`src/rtl/mul_share_arb.sv`:
```
// Round-robin sharing of one 8x8 unsigned multiplier between NREQ requesters,
// with a two-stage registered pipeline and a single ID-tagged result channel.

module mul (
  input  logic [7:0]  mc,
  input  logic [7:0]  mp,
  output logic [15:0] p
);
  assign p = 16'(mc) * 16'(mp);
endmodule

module mul_share_arb #(
  parameter int unsigned NREQ = 4,
  parameter int unsigned IDW  = 2
) (
  input  logic                 clk,
  input  logic                 rst,
  input  logic [NREQ-1:0]      req_valid,
  input  logic [8*NREQ-1:0]    req_mc,
  input  logic [8*NREQ-1:0]    req_mp,
  output logic [NREQ-1:0]      req_ready,
  output logic                 out_valid,
  input  logic                 out_ready,
  output logic [15:0]          out_p,
  output logic [IDW-1:0]       out_id,
  output logic [15:0]          ops_done
);

  logic [IDW-1:0]  last;
  logic [IDW-1:0]  grant_id;
  logic            transfer;
  logic            adv1;
  logic            adv2;
  logic            s1_valid;
  logic [7:0]      s1_mc;
  logic [7:0]      s1_mp;
  logic [IDW-1:0]  s1_id;
  logic [7:0]      sel_mc;
  logic [7:0]      sel_mp;
  logic [15:0]     prod;
  logic [NREQ-1:0] rot;
  int unsigned     idx;

  assign adv2 = !out_valid || out_ready;
  assign adv1 = !s1_valid || adv2;

  // Search starts one past the last winner and wraps; shifts keep index widths clean.
  always_comb begin
    req_ready = '0;
    grant_id  = '0;
    transfer  = 1'b0;
    idx       = 0;
    rot       = '0;
    if (adv1) begin
      for (int unsigned k = 1; k <= NREQ; k++) begin
        idx = (32'(last) + k) % NREQ;
        rot = req_valid >> idx;
        if (!transfer && rot[0]) begin
          req_ready = NREQ'(1) << idx;
          grant_id  = IDW'(idx);
          transfer  = 1'b1;
        end
      end
    end
  end

  assign sel_mc = 8'(req_mc >> {grant_id, 3'b000});
  assign sel_mp = 8'(req_mp >> {grant_id, 3'b000});

  mul u_mul (
    .mc (s1_mc),
    .mp (s1_mp),
    .p  (prod)
  );

  always_ff @(posedge clk or posedge rst) begin
    if (rst) begin
      last      <= IDW'(NREQ - 1);
      s1_valid  <= 1'b0;
      s1_mc     <= '0;
      s1_mp     <= '0;
      s1_id     <= '0;
      out_valid <= 1'b0;
      out_p     <= '0;
      out_id    <= '0;
      ops_done  <= '0;
    end else begin
      if (adv1) begin
        s1_valid <= transfer;
        if (transfer) begin
          s1_mc <= sel_mc;
          s1_mp <= sel_mp;
          s1_id <= grant_id;
          last  <= grant_id;
        end
      end
      if (adv2) begin
        out_valid <= s1_valid;
        out_p     <= prod;
        out_id    <= s1_id;
      end
      if (out_valid && out_ready)
        ops_done <= ops_done + 16'd1;
    end
  end

endmodule

```
`config.mk`:
```
export PLATFORM = sky130hd
export DESIGN_NAME = mul_share_arb
export DESIGN_NICKNAME = d
export VERILOG_FILES = /design/src/rtl/mul_share_arb.sv
export SDC_FILE = /design/constraint.sdc
export NUM_CORES = 1
export LEC_CHECK = 0
export ABC_AREA = 0
export CORE_MARGIN = 3
export CORE_UTILIZATION = 55
export DETAILED_ROUTE_END_ITERATION = 6
export DONT_BUFFER_PORTS = 1
export PLACE_DENSITY = 0.77
export SETUP_SLACK_MARGIN = 0.1
export SYNTH_ARGS = -nofsm -noshare
export SYNTH_HDL_FRONTEND = slang
export SYNTH_SLANG_ARGS = --single-unit
```
`constraint.sdc`:
```
create_clock -name clk -period 4.6 [get_ports clk]
set_input_delay 0.69 -clock clk [delete_from_list [all_inputs] [get_ports clk]]
set_output_delay 0.69 -clock clk [all_outputs]
set_load 0.03 [all_outputs]
```
; Word-level counts from Yosys, hierarchy flattened
; Index checks and enable logic that the tools add are counted.
[word_totals]
word_cells = 55
input_bits = 71
output_inout_bits = 39
register_bits = 56
[classes]
n_reduce_logical = 12
mux = 18
n_mul = 1
shift = 10
n_addsub = 5
[ops]
columns = cell, n
row1 = $shr A32 B5 Y8, 2
row2 = $mux W4, 5
row3 = $add A16 B1 Y16 const B, 1
row4 = $mul A8 B8 Y16, 1
row5 = $shl A1 B2 Y4 const A, 4
row6 = $shr A4 B2 Y1, 4
row7 = $mux W2, 5
row8 = $mux W1, 8
row9 = $logic_not A1 Y1, 5
row10 = $add A2 B1 Y2 const B, 2
row11 = $add A2 B2 Y2 const B, 2
row12 = $logic_and A1 B1 Y1, 4
row13 = $logic_or A1 B1 Y1, 2
row14 = $reduce_and A2 Y1, 1

; Logic depth before layout (Yosys ltp)
[depth]
depth_word = 17
mapped_depth = 16
depth_no_buf = 16

; Modules after synthesis
; A second synthesis with hierarchy kept.
[hier_totals]
cells_unflattened = 526
hier_area_um2 = 5301.3
[by_module_without_submodules]
columns = module, instances, area_each_um2, cells_each, seq_area_each_um2
row1 = mul_share_arb, 1, 3195.6, 283, 1403.8
row2 = mul, 1, 2105.8, 243, 0.0

; Least setup slack after synthesis
; Ideal clock, no wire load.
[synth_path]
path_type = reg-to-reg
startpoint = register s1_mc[5]
endpoint = register out_p[12]
required_time_ns = 4.464
setup_time_ns = 0.136
period_less_slack_ns = 4.086
n_path_buf = 1
path_slack_ns = 0.514
t_arrival_ns = 3.950
path_stages_with_launch = 15
path_cell_list = dfrtp_1 > clkbuf_1 > and2_1 > fa_1 > fa_1 > fa_1 > inv_1 > fa_1 > inv_1 > ha_1 > a211oi_1 > o211ai_1 > a41oi_1 > xor2_1 > o21ai_0
[synth_via]
elab_chain_cells = 1
[synth_rtl]
columns = element, line_no
row1 = "start, declared", 35  ; logic [7:0] s1_mc;
row2 = "start signal, assigned", 91  ; s1_mc <= sel_mc;
row3 = $mul A8 B8 Y16, 9  ; assign p = 16'(mc) * 16'(mp);
row4 = "end signal, assigned", 99  ; out_p <= prod;
row5 = "end, declared", 24  ; output logic [15:0] out_p,
; No other way between the ends.
; A chain may end at the register's enable or synchronous reset.

; Worst setup path after layout
[layout_path]
startpoint = register s1_mp[2]
endpoint = register out_p[14]
[layout_via]
elab_chain_cells = 1
[layout_rtl]
columns = element, line_no
row1 = "start, declared", 36  ; logic [7:0] s1_mp;
row2 = "start signal, assigned", 92  ; s1_mp <= sel_mp;
row3 = $mul A8 B8 Y16, 9
; No other way between the ends.

==> metrics.txt <==
status finished, final reports clean; TritonCTS clock tree built; Avg Cell Area, Syn 9.49 sq um; Yosys top cell area share 25.6%; # rows 35; critical path data arrival time 4.45 ns; Port Buffers 0; Inserted Clock Buffers 5; Routed Antenna Nets 0; vias in the first global route 4068; clk slew on worst S/H paths 0.12 ns; CP max stage delay 0.54 ns; drt first pass iters 4; Post-Route Setup TNS 0 ns; FF-to-FF Start s1_mp[2]; Worst Tran Pin Value 1.13 ns; Fin Clk Skew 0.0165 ns; Antenna Diode Count 0; Synth Register Bits 56; gp weighted congestion 0.866; post-synthesis sequential area ratio 26.6%; CTS root buffer clkbuf_8; Clock Tree Buf Depth 2; H-tree level count 2; DRC 0; # clock sinks 56; final hold vios 0; hold_ws 0.421 ns; Setup-failing EPs final 0; WP buf/inv 3; final wirelength 11100 um; Tcrit/Tclk final 92.2%; GR peak layer met2; initial core utilization 56.8%; Area growth syn-to-layout 4.32%; Worst path slowest cell fa_1; synth cell count leaders 54 x dfrtp_1, 54 x nand2_1, 53 x inv_1, 49 x and2_1, 45 x ha_1; required time worst endpoint 4.81 ns; met1 GRT Util 28.4%; layout cell share with drive strength beyond 1 8.35%; kind of end point of the critical path flop; fillers 825; Mapped Cells 556; max cap viols 0; Hold Crit Class in -> async; most used cell, CP fa_1; global route total overflow 0; Worst slew margin 24.4%; Ys Warns 0; Clock Latency Late Sink 0.32 ns; I/O pins 110; Post-synth EDFFs 0; Core Region 9280 sq um; initial antenna violation count 0; RSZ-0062 raised after global routing true; Yosys cell types 56; Design Area, Final 5500 sq um; Slew Viols, Final 0; die span in y 104 um; Synth area leaders dfrtp_1 26%, fa_1 14%, ha_1 11%; via count 3888; all-layer global routing usage 21.0%; initial DRC count 186; minimum clock period after layout 4.24 ns; first-pass GRT wire length 19300 um; Final #Nets 702; fin util 59.3%; vias per cell 5.72; dominant synthesized flop cell dfrtp_1; DIE AREA 10800 sq um; Synth area leader dfrtp_1; Syn Nets 708; wire length per cell 16.3 um; crit path launch type flop; asr flop ratio synth 100%; Die X-Extent 104 um; met2 Use GR 35.4%; Top delay family on crit path adder cells; CP Class reg -> reg; largest net degree at the start of global routing 57; met3 GRT Util 4.72%; Critical path origin s1_mp[2]; hpwl dp 8870 um; crit path cell chain nand2_1 > fa_1 > fa_1 > inv_1 > fa_1 > inv_1 > fa_1 > inv_1 > ha_1 > o21a_1 > o21ai_0 > nand2b_1 > a31oi_1 > mux2i_1 > nand3_1; Syn Std Cell Area 5280 sq um; Achievable Freq 0.236 GHz; CP Max Fanout 9; placement-stage cell area 5340 sq um
==> metal layers <==
layer / part of all wire (%) / vias up
li1: - / 1904
met1: 45 / 1839
met2: 47 / 139
met3: 7.1 / 6
met4: 0.80 / 0
met5: 0 / -
==> worst paths after layout <==
check,endpoint,cells after the start,slack (ns)
worst max-delay path,out_p[14],15,0.36
worst min register to register,out_id[1],2,0.48
max in group asynchronous,s1_mp[7],2,3.69
worst max register to register,out_p[14],15,0.36
worst min-delay path,out_p[0],2,0.42
min in group clk,out_id[1],2,0.48
==> placed cells by master (no fill, tap or decap), drive strengths merged, types with 4 or more instances in the layout <==
cell and count:
a211oi 4, nor2 40, a21o 6, xor2 9, o21ai 9, and3 5
a21boi 16, ha 45, o211ai 5, nor3b 4, a21oi 12, nand3 9
xnor2 13, mux2i 20, nor3 6, a221oi 4, a22oi 4, buf 10
fa 36, dfrtp 54, nor2b 5, and2 50, inv 55, clkbuf 5
nand2b 7, nand2 54, a311oi 16, a2111oi 16
==> stage by stage <==
| stage | cells | setup WS, ns |
|---|---|---|
| floorplan | 556 | 0.514 |
| global placement | 666 | 0.406 |
| detailed placement | 666 | 0.245 |
| CTS | 674 | 0.249 |
| global route | 680 | 0.119 |
| finish | 680 | 0.359 |
==> kinds of logic after synthesis <==
logic type      synth area share, %
buf+inv                        6.24
simple gates                   18.4
xor+xnor                       3.65
flops                          26.6
compound gates                 15.4
mux                            5.36
fa+ha+maj                      24.3
==> final cells by class <==
| class | count | area (sq um) | area share, % |
|---|---|---|---|
| sequential | 56 | 1420 | 25.8 |
| clock buffer | 5 | 68.8 | 1.25 |
| tap | 129 | 161 | 2.93 |
| timing repair buffer | 10 | 75.1 | 1.36 |
| multi-input combinational | 424 | 3560 | 64.6 |
| clock inverter | 3 | 25.0 | 0.455 |
| inverter | 53 | 199 | 3.61 |
==> repair_timing <==
action,CTS,global route
buffers inserted,0,6
resized for setup,0,13
hold endpoints to repair,0,0
hold buffers,0,0
endpoints found under the setup margin,0,3
==> registers in the layout, summed over array words and instances (netlist names) <==
signal     flops
s1_valid       1
out_valid      1
out_p         16
last           2
s1_mp          8
s1_id          2
ops_done      16
out_id         2
s1_mc          8
Power is not shown: default switching activity piles up to over one toggle a cycle in this logic, so the estimate is an artifact.
